<file path="src/rtl/mem_ctrl_pkg.sv">
// Shared definitions for the byte-wide memory bus controller: access size
// codes, controller states and small byte-lane helpers.
package mem_ctrl_pkg;

  localparam logic [1:0] SZ_BYTE = 2'b00;
  localparam logic [1:0] SZ_HALF = 2'b01;
  localparam logic [1:0] SZ_WORD = 2'b10;

  typedef enum logic [1:0] {
    IDLE  = 2'd0,
    READ  = 2'd1,
    WRITE = 2'd2
  } state_t;

  // Index of the last byte of an access; code 11 behaves as a word.
  function automatic logic [1:0] last_index(input logic [1:0] sz);
    logic [1:0] r;
    case (sz)
      SZ_BYTE: r = 2'd0;
      SZ_HALF: r = 2'd1;
      SZ_WORD: r = 2'd3;
      default: r = 2'd3;
    endcase
    return r;
  endfunction

  // Little-endian byte lane k of a 32-bit word.
  function automatic logic [7:0] byte_of(input logic [31:0] w, input logic [1:0] k);
    logic [7:0] r;
    case (k)
      2'd0:    r = w[7:0];
      2'd1:    r = w[15:8];
      2'd2:    r = w[23:16];
      default: r = w[31:24];
    endcase
    return r;
  endfunction

  // Replace little-endian byte lane k of a 32-bit word.
  function automatic logic [31:0] put_byte(input logic [31:0] w, input logic [1:0] k,
                                           input logic [7:0] b);
    logic [31:0] r;
    r = w;
    case (k)
      2'd0:    r[7:0]   = b;
      2'd1:    r[15:8]  = b;
      2'd2:    r[23:16] = b;
      default: r[31:24] = b;
    endcase
    return r;
  endfunction

endpackage

</file>
<file path="src/rtl/mem_ctrl.sv">
// Memory bus controller: serialises 32-bit instruction fetches and
// byte/half/word loads and stores onto an 8-bit synchronous memory bus.
// Read data returns one cycle after its address; a bus stall (rdy_in low)
// drops any byte in flight, which is re-issued once the bus comes back.
module mem_ctrl
  import mem_ctrl_pkg::*;
(
  input  logic        clk_in,
  input  logic        rst_in,
  input  logic        rdy_in,
  input  logic        clr_in,
  input  logic        if_req_in,
  input  logic [31:0] if_addr_in,
  output logic        if_done_out,
  output logic [31:0] if_data_out,
  input  logic        ls_req_in,
  input  logic        ls_wr_in,
  input  logic [1:0]  ls_size_in,
  input  logic [31:0] ls_addr_in,
  input  logic [31:0] ls_wdata_in,
  output logic        ls_done_out,
  output logic [31:0] ls_rdata_out,
  input  logic [7:0]  mem_din,
  output logic [7:0]  mem_dout,
  output logic [31:0] mem_a,
  output logic        mem_wr
);

  state_t      state;
  logic [31:0] base;       // start address of the current access
  logic [31:0] wdata;      // store data of the current access
  logic [31:0] rbuf;       // read bytes assembled so far (zero above)
  logic [1:0]  last_idx;   // n-1
  logic [1:0]  iss_idx;    // byte index currently on mem_a
  logic        iss_vld;    // mem_a carries a byte still to be issued
  logic [1:0]  pend_idx;   // byte whose data arrives on mem_din this cycle
  logic        pend_vld;
  logic [1:0]  cap_cnt;    // bytes captured so far = first byte not yet captured
  logic        is_if;      // current read is an instruction fetch
  logic        wr_q;

  logic [1:0]  nxt_idx;
  logic [31:0] nxt_a;
  logic [31:0] reissue_a;
  logic [31:0] merged;
  logic        accept_ok;

  // Next-byte address, stall re-issue address and read merge.
  always_comb begin
    nxt_idx   = iss_idx + 2'd1;
    nxt_a     = base + {30'd0, nxt_idx};
    reissue_a = base + {30'd0, cap_cnt};
    merged    = put_byte(rbuf, pend_idx, mem_din);
    // No acceptance in a done cycle: the finished requester still holds its request.
    accept_ok = rdy_in && !if_done_out && !ls_done_out;
  end

  // The bus owner can never see a write strobe while the bus is not granted.
  assign mem_wr = wr_q & rdy_in;

  // Controller FSM with registered bus and result outputs.
  always_ff @(posedge clk_in or posedge rst_in) begin
    if (rst_in) begin
      state        <= IDLE;
      base         <= 32'd0;
      wdata        <= 32'd0;
      rbuf         <= 32'd0;
      last_idx     <= 2'd0;
      iss_idx      <= 2'd0;
      iss_vld      <= 1'b0;
      pend_idx     <= 2'd0;
      pend_vld     <= 1'b0;
      cap_cnt      <= 2'd0;
      is_if        <= 1'b0;
      wr_q         <= 1'b0;
      mem_a        <= 32'd0;
      mem_dout     <= 8'd0;
      if_done_out  <= 1'b0;
      ls_done_out  <= 1'b0;
      if_data_out  <= 32'd0;
      ls_rdata_out <= 32'd0;
    end else begin
      if_done_out <= 1'b0;
      ls_done_out <= 1'b0;
      case (state)
        IDLE: begin
          if (accept_ok && ls_req_in) begin
            base     <= ls_addr_in;
            wdata    <= ls_wdata_in;
            last_idx <= last_index(ls_size_in);
            is_if    <= 1'b0;
            mem_a    <= ls_addr_in;
            iss_idx  <= 2'd0;
            pend_vld <= 1'b0;
            cap_cnt  <= 2'd0;
            rbuf     <= 32'd0;
            if (ls_wr_in) begin
              state    <= WRITE;
              mem_dout <= ls_wdata_in[7:0];
              wr_q     <= 1'b1;
            end else begin
              state    <= READ;
              iss_vld  <= 1'b1;
            end
          end else if (accept_ok && if_req_in && !clr_in) begin
            state    <= READ;
            base     <= if_addr_in;
            last_idx <= 2'd3;
            is_if    <= 1'b1;
            mem_a    <= if_addr_in;
            iss_idx  <= 2'd0;
            iss_vld  <= 1'b1;
            pend_vld <= 1'b0;
            cap_cnt  <= 2'd0;
            rbuf     <= 32'd0;
          end
        end

        READ: begin
          if (is_if && clr_in) begin
            state    <= IDLE;
            mem_a    <= 32'd0;
            iss_idx  <= 2'd0;
            iss_vld  <= 1'b0;
            pend_vld <= 1'b0;
            cap_cnt  <= 2'd0;
          end else if (!rdy_in) begin
            // Any byte in flight is lost; restart from the first uncaptured byte.
            pend_vld <= 1'b0;
            iss_vld  <= 1'b1;
            iss_idx  <= cap_cnt;
            mem_a    <= reissue_a;
          end else begin
            if (pend_vld) begin
              rbuf    <= merged;
              cap_cnt <= cap_cnt + 2'd1;
            end
            if (pend_vld && pend_idx == last_idx) begin
              if (is_if) begin
                if_data_out <= merged;
                if_done_out <= 1'b1;
              end else begin
                ls_rdata_out <= merged;
                ls_done_out  <= 1'b1;
              end
              state    <= IDLE;
              mem_a    <= 32'd0;
              iss_idx  <= 2'd0;
              iss_vld  <= 1'b0;
              pend_vld <= 1'b0;
              cap_cnt  <= 2'd0;
            end else if (iss_vld) begin
              pend_vld <= 1'b1;
              pend_idx <= iss_idx;
              if (iss_idx == last_idx) begin
                iss_vld <= 1'b0;
              end else begin
                iss_idx <= nxt_idx;
                mem_a   <= nxt_a;
              end
            end else begin
              pend_vld <= 1'b0;
            end
          end
        end

        WRITE: begin
          // A byte is written only in a granted cycle; otherwise it is simply held.
          if (rdy_in) begin
            if (iss_idx == last_idx) begin
              ls_done_out <= 1'b1;
              state       <= IDLE;
              mem_a       <= 32'd0;
              mem_dout    <= 8'd0;
              wr_q        <= 1'b0;
              iss_idx     <= 2'd0;
            end else begin
              iss_idx  <= nxt_idx;
              mem_a    <= nxt_a;
              mem_dout <= byte_of(wdata, nxt_idx);
            end
          end
        end

        default: begin
          state <= IDLE;
          mem_a <= 32'd0;
          wr_q  <= 1'b0;
        end
      endcase
    end
  end

endmodule
</file>
<file path="config.mk">
export PLATFORM = sky130hd
export DESIGN_NAME = mem_ctrl
export DESIGN_NICKNAME = d
export VERILOG_FILES = /design/src/rtl/mem_ctrl_pkg.sv /design/src/rtl/mem_ctrl.sv
export SDC_FILE = /design/constraint.sdc
export NUM_CORES = 1
export LEC_CHECK = 0
export BUFFER_PORTS_ARGS = -buffer_cell sky130_fd_sc_hd__buf_2
export CAP_MARGIN = 20
export CORE_ASPECT_RATIO = 0.6
export CORE_UTILIZATION = 28
export DETAILED_ROUTE_END_ITERATION = 6
export GPL_TIMING_DRIVEN = 0
export SLEW_MARGIN = 20
export SYNTH_ARGS = -nofsm -noshare
export SYNTH_HDL_FRONTEND = slang
export SYNTH_SLANG_ARGS = --single-unit
</file>
<file path="constraint.sdc">
create_clock -name clk_in -period 14.2 [get_ports clk_in]
set_input_delay 2.84 -clock clk_in [delete_from_list [all_inputs] [get_ports clk_in]]
set_output_delay 2.84 -clock clk_in [all_outputs]
set_load 0.03 [all_outputs]
</file>
==> results_dict.tcl, run 1 <==
set metrics [dict create \
    syn_avg_cell_area_um2 9.70 \
    ctsHoldBuffers 0 \
    internal-power_w 0.00164 \
    wirelength_met1_mm 20.2 \
    switching_power_w 0.00131 \
    dp_hpwl_mm 30.2 \
    fmax_mhz 156 \
    clockBufferDepth 3 \
    worstPathRequired_ns 11.36 \
    slew_headroom 0.189 \
    arrival_ns 3.58 \
    num_vias 10100 \
    numCtsBuffers 25 \
    gp_congestion 0.946 \
    grt_pass1_vias 9835 \
    crit_type "in -> out" \
    pin_count 220 \
    rsz0062_at_grt "no" \
    p_leak_nw 6.35 \
    vias_per_cell 5.31 \
    syn_inst 1128 \
    synth_ff_type "dfrtp_1" \
    ys_seq_area_frac 0.494 \
    slew_violations 0 \
    critPathLaunch "rdy_in" \
    die_w_um 257 \
    initialDrtViolationCount 1032 \
    wl_per_cell_um 21.3 \
    finalNonFillerCells 1901 \
    area_growth_pct 23.6 \
    syn-num-nets 1255 \
    period_share 0.452 \
    post-route-drc-count 2 \
    cp_max_fo 10 \
    p_seq_frac 0.338 \
    setup_tns_ns 0 \
    clk_pin_slew_ns 0.06 \
    start_kind "input port" \
    status "finished with violations" \
    die_y_um 155 \
    async_flop_share 1.00 \
    violations "design-rule violations" \
    portBuffers 211 \
    place_inst 1854 \
    drive_gt1_frac 0.260 \
    skew_ns 0.0148 \
    gr-total-overflow 0 \
    antenna_found_initial 3 \
    yosys.area.top_type "dfrtp_1" \
    yosysWarnings 0 \
    setup_violations 0 \
    p_clk_frac 0.219 \
    finalHoldViolCount 0 \
    rows 55 \
    core_um2 38100 \
    synth_area_leaders "dfrtp_1 (49%), mux2_2 (5.2%), nand2_1 (5.1%)" \
    cp-end-kind "primary output" \
    final_util 0.355 \
    power_w 0.00296 \
    dr.max_layer_used "met5" \
    synth_top_area_frac 0.494 \
    ys_types 66 \
    cts-root-buf "clkbuf_16" \
    reg2reg_slack_ns 10.57 \
    cts_setup_buffers 0 \
    route.met2.wl_mm 16.4 \
    worstHoldPathType "reg -> reg" \
    reg2reg_to "mem_a[14]$_DFFE_PP0P_" \
    synth_area_um2 10900 \
    crit_end "mem_wr" \
    grt_use_total 0.200 \
    drtAntennaViolNets 0 \
    grt_max_degree 87 \
    ctsResizeCount 0 \
    r2r_cells 10 \
    grt_pass1_wl_mm 61.2 \
    nets 1495 \
    routed_wl_mm 40.6 \
    irDropWorstVdd_v 0.000120 \
    netSwitchingFraction 0.444 \
    r2r_start "iss_idx[0]$_DFFE_PP0P_" \
    dr.pass1.iters 7 \
    cts_tree "built" \
    tightest_slew_ns 1.21 \
    h-tree-depth 1 \
    pwr_density_cell_nw_per_um2 219 \
    dieArea_um2 39900 \
    wl_met3_mm 3.10 \
    synth_edf_count 0 \
    ys_ff_latch 216 \
    combPwrFrac 0.443 \
    clock_sinks 216 \
    period_minus_slack_ns 6.42 \
    clk_latency_ns 0.54 \
    maxCapViolCount 0 \
    start_util 0.287 \
]
## power by group through the flow
stage	combinational (W)	sequential, W	clock [W]
2_1_floorplan	0.000693	0.00116	0
3_3_place_gp	0.00128	0.000998	0
3_5_place_dp	0.00130	0.00100	0
4_1_cts	0.00131	0.000995	0.000660
5_1_grt	0.00142	0.00103	0.000682
6_report	0.00131	0.000999	0.000648
## stage by stage
stage	hold slack (ns)	setup WS, ns	area [um2]
6_report	0.481	7.78	13500
5_1_grt	0.511	7.77	13500
4_1_cts	0.479	7.78	13500
3_5_place_dp	0.464	7.78	12700
3_3_place_gp	0.465	2.83	12600
2_1_floorplan	0.465	5.45	10900
## routing by layer
layer	global-route usage	up-vias
li1	-	4521
met1	0.313	5092
met2	0.280	433
met3	0.0384	48
met4	0.0437	2
met5	0	-
## cells in the mapped netlist, types with 4 or more instances
library cell / count
dfrtp_1: 216
nand2_1: 150
a21oi_1: 109
nor2_1: 107
o21ai_0: 53
mux2_2: 51
mux2i_1: 41
a22o_1: 40
clkbuf_1: 34
buf_2: 31
nand4_1: 23
nor3_1: 20
inv_1: 19
xnor2_1: 19
buf_1: 18
o21ai_1: 17
xor2_1: 16
nand3_1: 14
a222oi_1: 12
a22oi_1: 12
ha_1: 12
a221oi_1: 10
o221ai_1: 8
o21a_1: 7
a31oi_1: 6
o31ai_1: 6
and2_1: 5
and3_1: 5
a211oi_1: 4
a221o_1: 4
o21ai_2: 4
o22ai_1: 4
## how the worst min path moves through the flow
stage                                     start                     to  cells after the start
after CTS                 mem_a[17]$_DFFE_PP0P_  mem_a[17]$_DFFE_PP0P_                      2
final                     mem_a[31]$_DFFE_PP0P_  mem_a[31]$_DFFE_PP0P_                      2
after global placement    mem_a[30]$_DFFE_PP0P_  mem_a[30]$_DFFE_PP0P_                      2
after global routing      mem_a[30]$_DFFE_PP0P_  mem_a[30]$_DFFE_PP0P_                      2
after detailed placement  mem_a[17]$_DFFE_PP0P_  mem_a[17]$_DFFE_PP0P_                      2
after floorplan             rbuf[0]$_DFFE_PP0P_    rbuf[0]$_DFFE_PP0P_                      1
## worst max-delay path, stage by stage
cell,delay [ns]
buf_2,0.11
buf_2,0.22
and2_1,0.20
buf_2,0.21
## area by class of cell
cell class	count	area, um2
Antenna cell	2	5.00
Buffer	85	363
Clock buffer	34	719
Clock inverter	11	96.3
Fill cell	3893	24500
Inverter	20	82.6
Multi-Input combinational cell	807	5100
Sequential cell	216	5410
Tap cell	513	642
Timing Repair Buffer	213	1110
## flip-flops by register name, indices dropped and copies added (netlist names), 8 cells and up
register,cells
mem_dout,8
ls_rdata_out,32
mem_a,32
base,32
rbuf,32
if_data_out,32
wdata,32
## logic make-up (layout without fill, tap and decap cells)
group,after synthesis,in the layout,share of synthesized area
compound gates,311,311,0.186
other cells,0,2,0
simple gates,355,355,0.145
mux,92,92,0.0900
fa+ha+maj,14,14,0.0174
buf+inv,105,363,0.0400
xor+xnor,35,35,0.0280
flops,216,216,0.494
## placed cells by master, fill, tap and decap left out, drive strengths merged, types with 3 or more instances in the layout
cell    instances
clkbuf         69
a31oi           6
and3            5
clkinv          7
nor3           22
a221o           4
mux2           51
a22o           40
nor3b           3
nor2          110
or2             4
nand2         150
nor4            4
a222oi         12
nand3          14
a221oi         11
buf           263
a21oi         109
a22oi          12
and2            6
dfrtp         216
a211oi          5
inv            22
xor2           16
nand4          24
xnor2          19
o21a            7
o22ai           4
o31ai           6
nand2b          3
ha             12
o221ai          8
o21ai          74
mux2i          41
No activity file was read; power rests on OpenSTA's default activity.
==> inputs of run 2 (changes only) <==
ABC_AREA = 1   (was unset)
clock period = 6.1 ns   (was 14.2 ns; I/O delays follow)
==> run 2 against run 1 <==
Compared with the run above:
- the run now ends clean
- worst hold slack got worse by 0.010 ns
- via count rose by 9.2%
- die area rose by 3.6%
- largest power group unchanged
- synthesized cell count rose by 32%
- power rose by 140%
- largest cell class unchanged
- sequential share of layout area fell by 1.6 points
- final area rose by 4.2%
- final cell count rose by 20%
==> results_dict.tcl, run 2 <==
set metrics [dict create \
    status "finished, final reports clean" \
    numCtsBuffers 24 \
    mostFrequentLayoutCells "nand2_1 (527), buf_2 (241), dfrtp_1 (216)" \
    async_flop_share 1.00 \
    arrival_ns 3.66 \
    ys_ff_latch 216 \
    num_vias 11000 \
    synth_area_um2 11300 \
    ys_types 48 \
    grt_pass1_vias 10500 \
    antenna_found_initial 0 \
    worstPathCellList "inv_1 > ha_1 > inv_1 > fa_1 > nor2_2 > nand2_1 > nor2_1 > xor2_1 > nand2_1 > nand2_1 > nand2_1 > nand2_1 > nand2_1 > nand2_1" \
    drive_gt1_frac 0.192 \
    drtAntennaViolNets 0 \
    grt_max_degree 35 \
    cpMostUsedCell "nand2_1" \
    ys_seq_area_frac 0.477 \
    p_leak_nw 7.32 \
    cts_setup_buffers 0 \
    area_growth_pct 24.2 \
    rsz0062_at_grt "no" \
    yosys.area.top_type "dfrtp_1" \
    synth_area_leaders "dfrtp_1 (48%), nand2_1 (17%), o21ai_0 (5.9%)" \
    dr.pass1.iters 5 \
    cp_slowest_cell "dfrtp_1" \
    setup_tns_ns 0 \
    clock_sinks 216 \
    synth_top_area_frac 0.477 \
    slew_violations 0 \
    syn_avg_cell_area_um2 7.63 \
    synth.most_common_cell "nand2_1" \
    wl_per_cell_um 18.1 \
    start_kind "flip-flop" \
    irDropWorstVdd_v 0.000217 \
    die_y_um 158 \
    cp_max_fo 6 \
    clk_latency_ns 0.56 \
    worstHoldPathType "reg -> reg" \
    slowest_delay_ns 0.50 \
    insertedDiodeCount 0 \
    grt_pass1_wl_mm 62.5 \
    finalHoldViolCount 0 \
    maxCapViolCount 0 \
    die_w_um 262 \
    yosys-top-cells-count "nand2_1 (527), dfrtp_1 (216), o21ai_0 (133)" \
    final_common_cell "nand2_1" \
    final_util 0.356 \
    post-route-drc-count 0 \
    ctsResizeCount 0 \
    synth_ff_type "dfrtp_1" \
    ctsHoldBuffers 0 \
    yosysWarnings 0 \
    gp_congestion 0.935 \
    slew_headroom 0.382 \
    period_minus_slack_ns 3.16 \
    finalNonFillerCells 2276 \
    skew_ns 0.0103 \
    synth_edf_count 0 \
    holdWs_ns 0.471 \
    cp-end-kind "flip-flop" \
    period_share 0.517 \
    cts_tree "built" \
    routed_wl_mm 41.1 \
    initialDrtViolationCount 984 \
    power_w 0.00715 \
    core_um2 39500 \
    rows 56 \
    pwr_density_cell_nw_per_um2 508 \
    start_util 0.287 \
    clk_pin_slew_ns 0.07 \
    pin_count 220 \
    dieArea_um2 41300 \
    vias_per_cell 4.84 \
    nets 1864 \
    grt_use_total 0.199 \
    h-tree-depth 1 \
    dp_hpwl_mm 31.7 \
    crit_type "reg -> reg" \
    portBuffers 218 \
    setup_violations 0 \
    syn-num-nets 1613 \
    gr-total-overflow 0 \
    place_inst 2233 \
    tightest_slew_ns 0.923 \
    clockBufferDepth 3 \
    fmax_mhz 317 \
    worstPathRequired_ns 6.60 \
    syn_inst 1486 \
    cts-root-buf "clkbuf_16" \
]
run 2: kinds of logic after synthesis:
family,synth area share
AND/OR/NAND/NOR,0.278
AO/OA/AOI/OAI,0.139
flip-flops,0.477
multiplexers,0.00706
adder cells (fa/ha/maj),0.0168
XOR/XNOR,0.0116
buffers and inverters,0.0707
run 2: routing by layer:
| metal | wire (um) | GRT usage |
|---|---|---|
| met5 | 0 | 0 |
| met4 | 780 | 0.0421 |
| met3 | 2550 | 0.0389 |
| met2 | 18600 | 0.317 |
| met1 | 19200 | 0.279 |
run 2: power by group:
| group | leakage, nW | internal [W] | total, W | switching (W) |
|---|---|---|---|---|
| Combinational | 4.09 | 0.000963 | 0.00317 | 0.00220 |
| Sequential | 2.83 | 0.00198 | 0.00239 | 0.000409 |
| Clock | 0.407 | 0.000937 | 0.00159 | 0.000657 |
| Total | 7.32 | 0.00388 | 0.00715 | 0.00327 |
run 2: area by class of cell:
class	instances	area, um2
Tap cell	522	653
Sequential cell	216	5410
Fill cell	4261	25400
Clock inverter	12	196
Buffer	62	338
Timing Repair Buffer	225	1230
Clock buffer	31	657
Multi-Input combinational cell	1085	5130
Inverter	123	468
run 2: final timing paths:
check                                        from                            to  slack (ns)  cells past startpoint
hold reg to reg              wdata[5]$_DFFE_PP0P_          wdata[5]$_DFFE_PP0P_        0.47                      2
min in group asynchronous                  rst_in          mem_a[8]$_DFFE_PP0P_        0.67                      2
max in group asynchronous                  rst_in  ls_rdata_out[10]$_DFFE_PP0P_        4.22                      6
setup / recovery           iss_idx[0]$_DFFE_PP0P_         mem_a[16]$_DFFE_PP0P_        2.94                     14
hold / removal               wdata[5]$_DFFE_PP0P_          wdata[5]$_DFFE_PP0P_        0.47                      2
setup reg to reg           iss_idx[0]$_DFFE_PP0P_         mem_a[16]$_DFFE_PP0P_        2.94                     14
run 2: critical path, delay by kind of cell (launching register included):
family,cells,cell delay [ns]
XOR/XNOR,1,0.23
adder cells (fa/ha/maj),2,0.88
AND/OR/NAND/NOR,9,1.19
flip-flops,1,0.50
buffers and inverters,2,0.30
run 2: metrics by stage:
stage               area, um2  worst slack (ns)
finish                  14100              2.94
detailed placement      13200              2.73
global placement        13100             0.531
global route            14100              2.71
floorplan               11300              2.07
CTS                     14100              3.00
